<file path="config.mk">
export PLATFORM = sky130hd
export DESIGN_NAME = acc_core
export DESIGN_NICKNAME = d
export VERILOG_FILES = /design/src/rtl/acc_pkg.sv /design/src/rtl/acc_decode.sv /design/src/rtl/acc_core.sv
export SDC_FILE = /design/constraint.sdc
export NUM_CORES = 1
export LEC_CHECK = 0
export CAP_MARGIN = 15
export CORE_MARGIN = 3
export CORE_UTILIZATION = 49
export DETAILED_ROUTE_END_ITERATION = 10
export GPL_TIMING_DRIVEN = 0
export PLACE_DENSITY_LB_ADDON = 0.05
export SETUP_SLACK_MARGIN = 0.3
export SYNTH_ARGS = -nofsm -noshare
export SYNTH_HDL_FRONTEND = slang
export SYNTH_HIERARCHICAL = 1
export SYNTH_SLANG_ARGS = --single-unit
export TNS_END_PERCENT = 100
</file>
<file path="constraint.sdc">
create_clock -name clk -period 4.36 [get_ports clk]
set_clock_uncertainty 0.1 [all_clocks]
set_input_delay 0.872 -clock clk [delete_from_list [all_inputs] [get_ports clk]]
set_output_delay 0.872 -clock clk [all_outputs]
set_load 0.01 [all_outputs]
</file>
<file path="src/rtl/acc_pkg.sv">
// Shared opcode, FSM-state and ALU-select encodings for the accumulator core.
// Also hosts the signed-overflow helper used by the add/sub datapath.
package acc_pkg;

  localparam int unsigned OPC_W_DEF  = 3;
  localparam int unsigned ADDR_W_DEF = 8;
  localparam int unsigned DATA_W_DEF = 32;

  typedef enum logic [2:0] {
    OP_NOP   = 3'd0,
    OP_LOAD  = 3'd1,
    OP_ADD   = 3'd2,
    OP_SUB   = 3'd3,
    OP_STORE = 3'd4,
    OP_JMP   = 3'd5,
    OP_JZ    = 3'd6,
    OP_HALT  = 3'd7
  } opcode_e;

  typedef enum logic [1:0] {
    S_FETCH = 2'd0,
    S_EXEC  = 2'd1,
    S_WAIT  = 2'd2,
    S_HALT  = 2'd3
  } state_e;

  typedef enum logic [1:0] {
    ALU_NONE = 2'd0,
    ALU_PASS = 2'd1,
    ALU_ADD  = 2'd2,
    ALU_SUB  = 2'd3
  } alu_op_e;

  // Two's-complement overflow from operand/result sign bits (a - b when is_sub).
  function automatic logic signed_ovf(input logic a_s, input logic b_s,
                                      input logic r_s, input logic is_sub);
    logic same_sign;
    same_sign = is_sub ? (a_s != b_s) : (a_s == b_s);
    return same_sign && (r_s != a_s);
  endfunction

endpackage

</file>
<file path="src/rtl/acc_decode.sv">
// Opcode decoder for acc_core: classifies the latched opcode into control flags.
// Opcodes outside the defined set behave as NOP.
module acc_decode
  import acc_pkg::*;
#(
  parameter int unsigned OPC_W = OPC_W_DEF
) (
  input  logic [OPC_W-1:0] opcode,
  output logic             is_mem,
  output logic             is_wr,
  output alu_op_e          alu_op,
  output logic             is_jmp,
  output logic             is_jz,
  output logic             is_halt
);

  always_comb begin
    is_mem  = 1'b0;
    is_wr   = 1'b0;
    alu_op  = ALU_NONE;
    is_jmp  = 1'b0;
    is_jz   = 1'b0;
    is_halt = 1'b0;
    case (opcode)
      OPC_W'(OP_LOAD): begin
        is_mem = 1'b1;
        alu_op = ALU_PASS;
      end
      OPC_W'(OP_ADD): begin
        is_mem = 1'b1;
        alu_op = ALU_ADD;
      end
      OPC_W'(OP_SUB): begin
        is_mem = 1'b1;
        alu_op = ALU_SUB;
      end
      OPC_W'(OP_STORE): begin
        is_mem = 1'b1;
        is_wr  = 1'b1;
      end
      OPC_W'(OP_JMP):  is_jmp  = 1'b1;
      OPC_W'(OP_JZ):   is_jz   = 1'b1;
      OPC_W'(OP_HALT): is_halt = 1'b1;
      default: ;
    endcase
  end

endmodule

</file>
<file path="src/rtl/acc_core.sv">
// Single-accumulator multicycle core: FETCH -> EXEC -> (WAIT) with a
// request/acknowledge data-memory port held stable until acknowledged.
module acc_core
  import acc_pkg::*;
#(
  parameter int unsigned DATA_W = DATA_W_DEF,
  parameter int unsigned ADDR_W = ADDR_W_DEF,
  parameter int unsigned OPC_W  = OPC_W_DEF
) (
  input  logic                    clk,
  input  logic                    rst,
  input  logic [OPC_W+ADDR_W-1:0] instr,
  output logic [ADDR_W-1:0]       instr_addr,
  output logic                    mem_req,
  output logic                    mem_wr,
  output logic [ADDR_W-1:0]       mem_addr,
  output logic [DATA_W-1:0]       mem_data_out,
  input  logic                    mem_ack,
  input  logic [DATA_W-1:0]       mem_data_in,
  output logic                    zero,
  output logic                    ovf,
  output logic                    halted
);

  localparam int unsigned IW = OPC_W + ADDR_W;

  state_e              r_state;
  logic [ADDR_W-1:0]   r_pc;
  logic [DATA_W-1:0]   r_acc;
  logic [IW-1:0]       r_ir;
  logic                r_ovf;
  logic                r_mem_req;
  logic                r_mem_wr;

  logic [OPC_W-1:0]    w_opc;
  logic [ADDR_W-1:0]   w_operand;
  logic [ADDR_W-1:0]   w_pc_inc;
  logic [DATA_W-1:0]   w_sum;
  logic [DATA_W-1:0]   w_diff;
  logic                w_add_ovf;
  logic                w_sub_ovf;
  logic                w_acc_zero;
  logic                w_is_mem;
  logic                w_is_wr;
  alu_op_e             w_alu_op;
  logic                w_is_jmp;
  logic                w_is_jz;
  logic                w_is_halt;

  assign w_opc      = r_ir[IW-1 -: OPC_W];
  assign w_operand  = r_ir[ADDR_W-1:0];
  assign w_pc_inc   = r_pc + ADDR_W'(1);
  assign w_acc_zero = (r_acc == '0);

  acc_decode #(
    .OPC_W (OPC_W)
  ) u_decode (
    .opcode  (w_opc),
    .is_mem  (w_is_mem),
    .is_wr   (w_is_wr),
    .alu_op  (w_alu_op),
    .is_jmp  (w_is_jmp),
    .is_jz   (w_is_jz),
    .is_halt (w_is_halt)
  );

  // Wrapping add/sub with signed-overflow detection on the memory operand.
  assign w_sum     = r_acc + mem_data_in;
  assign w_diff    = r_acc - mem_data_in;
  assign w_add_ovf = signed_ovf(r_acc[DATA_W-1], mem_data_in[DATA_W-1],
                                w_sum[DATA_W-1], 1'b0);
  assign w_sub_ovf = signed_ovf(r_acc[DATA_W-1], mem_data_in[DATA_W-1],
                                w_diff[DATA_W-1], 1'b1);

  always_ff @(posedge clk or posedge rst) begin
    if (rst) begin
      r_state   <= S_FETCH;
      r_pc      <= '0;
      r_acc     <= '0;
      r_ir      <= '0;
      r_ovf     <= 1'b0;
      r_mem_req <= 1'b0;
      r_mem_wr  <= 1'b0;
    end else begin
      case (r_state)
        S_FETCH: begin
          r_ir    <= instr;
          r_state <= S_EXEC;
        end
        S_EXEC: begin
          if (w_is_mem) begin
            r_mem_req <= 1'b1;
            r_mem_wr  <= w_is_wr;
            r_state   <= S_WAIT;
          end else if (w_is_halt) begin
            r_state <= S_HALT;
          end else if (w_is_jmp) begin
            r_pc    <= w_operand;
            r_state <= S_FETCH;
          end else if (w_is_jz) begin
            r_pc    <= w_acc_zero ? w_operand : w_pc_inc;
            r_state <= S_FETCH;
          end else begin
            r_pc    <= w_pc_inc;
            r_state <= S_FETCH;
          end
        end
        S_WAIT: begin
          // Request, write flag, address and data stay frozen until ack.
          if (mem_ack) begin
            case (w_alu_op)
              ALU_PASS: r_acc <= mem_data_in;
              ALU_ADD: begin
                r_acc <= w_sum;
                r_ovf <= r_ovf | w_add_ovf;
              end
              ALU_SUB: begin
                r_acc <= w_diff;
                r_ovf <= r_ovf | w_sub_ovf;
              end
              default: ;
            endcase
            r_pc      <= w_pc_inc;
            r_mem_req <= 1'b0;
            r_mem_wr  <= 1'b0;
            r_state   <= S_FETCH;
          end
        end
        S_HALT:  r_state <= S_HALT;
        default: r_state <= S_FETCH;
      endcase
    end
  end

  assign instr_addr   = r_pc;
  assign mem_req      = r_mem_req;
  assign mem_wr       = r_mem_wr;
  assign mem_addr     = w_operand;
  assign mem_data_out = r_acc;
  assign zero         = w_acc_zero;
  assign ovf          = r_ovf;
  assign halted       = (r_state == S_HALT);

endmodule

</file>
Word level (Yosys, flattened, before mapping)
Cells that the tools add are included.
- $add $sub $neg: 3
- multiply operators: 0
- div/mod/pow operators: 0
- $lt $le $gt $ge: 0
- equality and inequality tests: 21
- shift-type cells: 0
- muxes and demuxes: 24
- bitwise operators: 2
- reductions and logical operators: 12
- operator list (cell ; number):
    $pmux W32 S3 ; 1
    $mux W8 ; 6
    $add A32 B32 Y32 ; 1
    $logic_not A32 Y1 ; 1
    $sub A32 B32 Y32 ; 1
    $pmux W8 S2 ; 1
    $eq A3 B3 Y1 const B ; 4
    $reduce_and A3 Y1 ; 3
    $add A8 B1 Y8 const B ; 1
    $eq A2 B2 Y1 const B ; 4
    $mux W1 ; 8
    $pmux W2 S4 ; 1
    $eq A3 B2 Y1 const B ; 2
    $mux W2 ; 3
    $ne A2 B2 Y1 const B ; 3
    $pmux W1 S2 ; 3
    $pmux W2 S3 ; 1
    $eq A2 B1 Y1 const B ; 2
    $reduce_and A4 Y1 ; 1
    $reduce_bool A2 Y1 ; 2
    $reduce_or A4 Y1 ; 1
    $eq A3 B1 Y1 const B ; 1
    $ne A1 B1 Y1 ; 3
    $reduce_bool A3 Y1 ; 1
    other kinds (5) ; 7
- flip-flop bits (word level): 56
- latch bits: 0
- memory bits (writable): 0
- bits in read-only memories: 0
- output and inout port bits: 53
- word-level logic and storage cells: 69
- memories: 0

Longest topological paths before layout
- word-level depth: 7
- depth in mapped cells: 13
- gate-level depth less buffers: 13

Cells and area by module
The synthesis kept the hierarchy.
- modules (own cells, without submodules) (module ; times used ; cells an instance ; area an instance (µm²)):
    acc_core ; 1 ; 819 ; 6296.0
    acc_decode ; 1 ; 9 ; 62.6

Worst setup path before layout
Ideal clock, no wire load.
- path type: in2reg
- start: in mem_data_in[0]
- end: reg r_acc[26], in the netlist mem_data_out[26]
- data arrival time: 3619 ps
- slack: 515 ps
- stages: 13
- path buffers: 0
- cell sequence: ha_1 > inv_1 > fa_1 > o21ba_1 > or3_4 > a311oi_4 > o21ai_2 > o41a_1 > a31oi_4 > a41o_1 > xnor2_1 > a21oi_1 > o32a_1
- cells in the longest elaborated chain, start to end: 2
- elaborated cells between the ends (all ways): 3
- those cells by class: add/sub: 2; mux: 1
- ends and longest elaborated chain (what ; RTL line ; RTL):
    start, declared ; acc_core.sv:19 ; input logic [DATA_W-1:0] mem_data_in,
    $sub A32 B32 Y32 or $add A32 B32 Y32 (tied branches) ; acc_core.sv:69, acc_core.sv:68 ;
    $pmux W32 S3 (*) ; acc_core.sv:111 ; case (w_alu_op)
    end signal, assigned ; acc_core.sv:112 ; ALU_PASS: r_acc <= mem_data_in;
    end signal, assigned ; acc_core.sv:114 ; r_acc <= w_sum;
    end signal, assigned ; acc_core.sv:118 ; r_acc <= w_diff;
    end, declared ; acc_core.sv:29 ; logic [DATA_W-1:0] r_acc;
Mark *: on every way between the ends. The rest lies on a longest branch, timed or not.
A chain may end at the register's enable or synchronous reset.

Worst setup path after layout
- start: in mem_data_in[6]
- end: reg r_acc[27], in the netlist mem_data_out[27]
Same word-level chain as after synthesis.

==> flow_metrics.tcl <==
set metrics [dict create \
    outcome "finished clean" \
    critPathMaxFanout 4 \
    drcViolationCount 0 \
    synth_warnings 6 \
    clockBufferDepth 2 \
    synth_nets 939 \
    worstMarginPinSlew_ns 0.762 \
    holdWs_ns 0.393 \
    path_cells "clkdlybuf4s50_1 > ha_2 > or4_1 > o211ai_1 > nand2_1 > a41o_2 > a31oi_4 > buf_4 > o31ai_1 > xnor2_1 > nor2_1 > o32a_1" \
    core_area_um2 12400 \
    postRouteAntennaNets 0 \
    cpPeakStageDelay_ns 0.52 \
    fp.dieArea_um2 14400 \
    path_clk_slew_ns 0.08 \
    dp_hpwl_mm 16.8 \
    period_minus_slack_ns 4.02 \
    rows 40 \
    first_global_vias 6493 \
    crit_arrival_ns 4.12 \
    grt_setup_unrepaired "true" \
    slew_violations 0 \
    final.setup.tns_ns 0 \
    hold_viol_final 0 \
    synth_seq_area_share_pct 22.0 \
    syn_area_um2 6360 \
    clk_latency_ns 0.31 \
    start_util_pct 51.4 \
    worst_ep_required_time_ns 4.46 \
    async_reset_ff_share_pct 100 \
    critPathKind "primary input to flip-flop" \
    vias 6970 \
    routed_wl_mm 22.4 \
    antennaDiodeCount 0 \
    dpl.cell_count 1095 \
    via_per_inst 6.27 \
    rrSetupSlack_ns 0.48 \
    grt_first_pass_wirelength_mm 35.1 \
    grt_usage_pct 30.2 \
    filler_cell_count 1106 \
    wl_per_cell_um 20.2 \
    die_h_um 120 \
    cts_buffers 5 \
    slowest_stage "or4_1" \
    ys_types 81 \
    cts_root_buffer "clkbuf_16" \
    fmax_ghz 0.249 \
    drt_iter0_drc 872 \
    cts_max_level 2 \
    overflow 0 \
    grt_max_degree 39 \
    max-vdd-ir-drop_mv 0.441 \
    first_pass_iters 6 \
    hold_path.class "flip-flop to flip-flop" \
    end_kind "flip-flop" \
    layout-drive-gt1-share_pct 10.2 \
    power.leakage_nw 3.24 \
    maxSlewHeadroom_pct 49.2 \
    synth_ff_type "dfrtp_1" \
    finalSetupViolations 0 \
    area_growth_syn_to_layout_pct 25.5 \
    io_buffer_count 98 \
    cts_tree "yes" \
    ios 99 \
    ys_seq_elements 56 \
    cap_violations 0 \
    synth_edf_count 0 \
    start_kind "primary input" \
    post-route-period-util_pct 92.2 \
    syn_avg_cell_area_um2 7.68 \
    gp_congestion 0.940 \
    synthCells 828 \
    antenna_found_initial 0 \
    die_width_um 120 \
    power_density_nw_per_um2 790 \
    final_nets 1053 \
    cts_num_sinks 56 \
    fin_cells 1111 \
]
-- worst max-delay path, delay by kind of cell --
family                   cells  cell delay [ns]
AND/OR/NAND/NOR              3             0.77
AO/OA/AOI/OAI                5             1.30
buffers and inverters        2             0.65
adder cells (fa/ha/maj)      1             0.23
XOR/XNOR                     1             0.27
-- what timing repair did --
| item | CTS | global route |
|---|---|---|
| setup buffers | 2 | 6 |
| endpoints found under the setup margin | 13 | 11 |
| pin swaps | 8 | 18 |
| gates resized for setup | 36 | 33 |
| hold buffers | 0 | 0 |
-- metrics by stage --
stage	instance area, um2	power [W]	setup WS, ns	util [%]
after CTS	7840	0.00606	0.286	63.4
after global routing	7980	0.00676	0.211	64.5
final	7980	0.00630	0.338	64.5
after detailed placement	7570	0.00550	-0.676	61.2
after floorplan	6360	0.00403	0.515	-
after global placement	7550	0.00543	-0.723	61.1
-- cells in the mapped netlist (5+ instances only) --
| cell type | count | area share [%] |
|---|---|---|
| o21ai_1 | 7 | 0.55 |
| clkbuf_1 | 38 | 2.2 |
| and3_1 | 5 | 0.49 |
| buf_4 | 8 | 0.94 |
| mux2_2 | 11 | 1.9 |
| a211oi_1 | 9 | 1.1 |
| nand2b_1 | 10 | 0.98 |
| or2_2 | 5 | 0.49 |
| o31a_1 | 6 | 0.83 |
| nor2_1 | 66 | 3.9 |
| xnor2_1 | 39 | 5.4 |
| o21a_1 | 5 | 0.59 |
| a31oi_1 | 8 | 0.79 |
| nand2_1 | 53 | 3.1 |
| ha_1 | 63 | 12 |
| o221ai_1 | 5 | 0.69 |
| nor4_1 | 10 | 0.98 |
| nand3_1 | 20 | 1.6 |
| xor2_1 | 5 | 0.69 |
| o31ai_1 | 11 | 1.3 |
| a21o_1 | 11 | 1.3 |
| o211ai_1 | 5 | 0.59 |
| inv_1 | 65 | 3.8 |
| nor3_1 | 18 | 1.4 |
| o22a_1 | 8 | 1.1 |
| o21bai_1 | 8 | 0.94 |
| o22ai_1 | 6 | 0.59 |
| a21oi_1 | 107 | 8.4 |
| dfrtp_1 | 56 | 22 |
| nor2b_1 | 11 | 1.1 |
| o21ai_0 | 55 | 4.3 |
| a22oi_1 | 8 | 0.94 |
| nand4_1 | 9 | 0.89 |
-- flip-flops by register name (all words and copies together), names as in the netlist --
signal	count
r_ir	11
mem_req	1
ovf	1
mem_wr	1
r_state	2
instr_addr	8
mem_data_out	32
-- cells in the final DEF, fill, tap and decap left out, types with 6 or more instances in the layout --
cell and n:
a211oi_1 8, mux2_2 11, a21o_1 11, xnor2_1 39
nand4_1 9, nor4_1 10, a31oi_1 7, inv_1 62
o22a_1 8, nor2_1 64, a22oi_1 8, a21oi_1 104
nor2b_1 11, clkdlybuf4s50_1 91, nand3_1 19, o21ai_0 54
nand2_1 53, nor3_1 18, o22ai_1 6, o31a_1 6
dfrtp_1 56, o21bai_1 8, ha_1 55, nand2b_1 10
buf_4 19, clkbuf_1 34, o31ai_1 9
-- where the power goes --
part	internal, W	total (W)	leakage, nW	switching, W
Sequential	0.000772	0.00119	0.653	0.000414
Combinational	0.00201	0.00467	2.52	0.00266
Clock	0.000219	0.000445	0.0680	0.000227
-- kinds of logic (layout without fill, tap and decap cells) --
family                   count (synthesis)  after routing  share of synthesized area, %
AO/OA/AOI/OAI                          299            299                          30.8
AND/OR/NAND/NOR                        232            232                          18.0
buffers and inverters                  117            232                          7.44
adder cells (fa/ha/maj)                 65             65                          13.0
flip-flops                              56             56                          22.0
XOR/XNOR                                44             44                          6.06
multiplexers                            15             15                          2.60
-- final timing paths --
check                                             from                            to  depth (start not counted)
max                                     mem_data_in[6]  mem_data_out[27]$_DFFE_PP0P_                         12
min in group asynchronous                          rst  mem_data_out[26]$_DFFE_PP0P_                          2
min                                    ovf$_DFFE_PP0P_               ovf$_DFFE_PP0P_                          1
max reg2reg                mem_data_out[0]$_DFFE_PP0P_  mem_data_out[26]$_DFFE_PP0P_                         13
max in group asynchronous                          rst           r_ir[8]$_DFFE_PP0N_                          3
min reg2reg                            ovf$_DFFE_PP0P_               ovf$_DFFE_PP0P_                          1
-- routing by layer --
metal  vias up  share of wire (%)  global-route usage, %
met5         -                  0                      0
met4         0                1.8                   7.37
met3        43                8.7                   4.01
met2       384                 46                   49.6
met1      3320                 43                   42.2
li1       3223                  -                      -
-- layout make-up --
type | instances | area, um2 | area share (%)
sequential | 56 | 1400 | 17.6
inverter | 67 | 251 | 3.15
multi-input combinational | 655 | 4670 | 58.6
buffer | 50 | 239 | 3.00
clock inverter | 3 | 26.3 | 0.329
clock buffer | 5 | 125 | 1.57
timing repair buffer | 107 | 1050 | 13.2
tap | 168 | 210 | 2.63
Power figures use the tool's default switching activity.
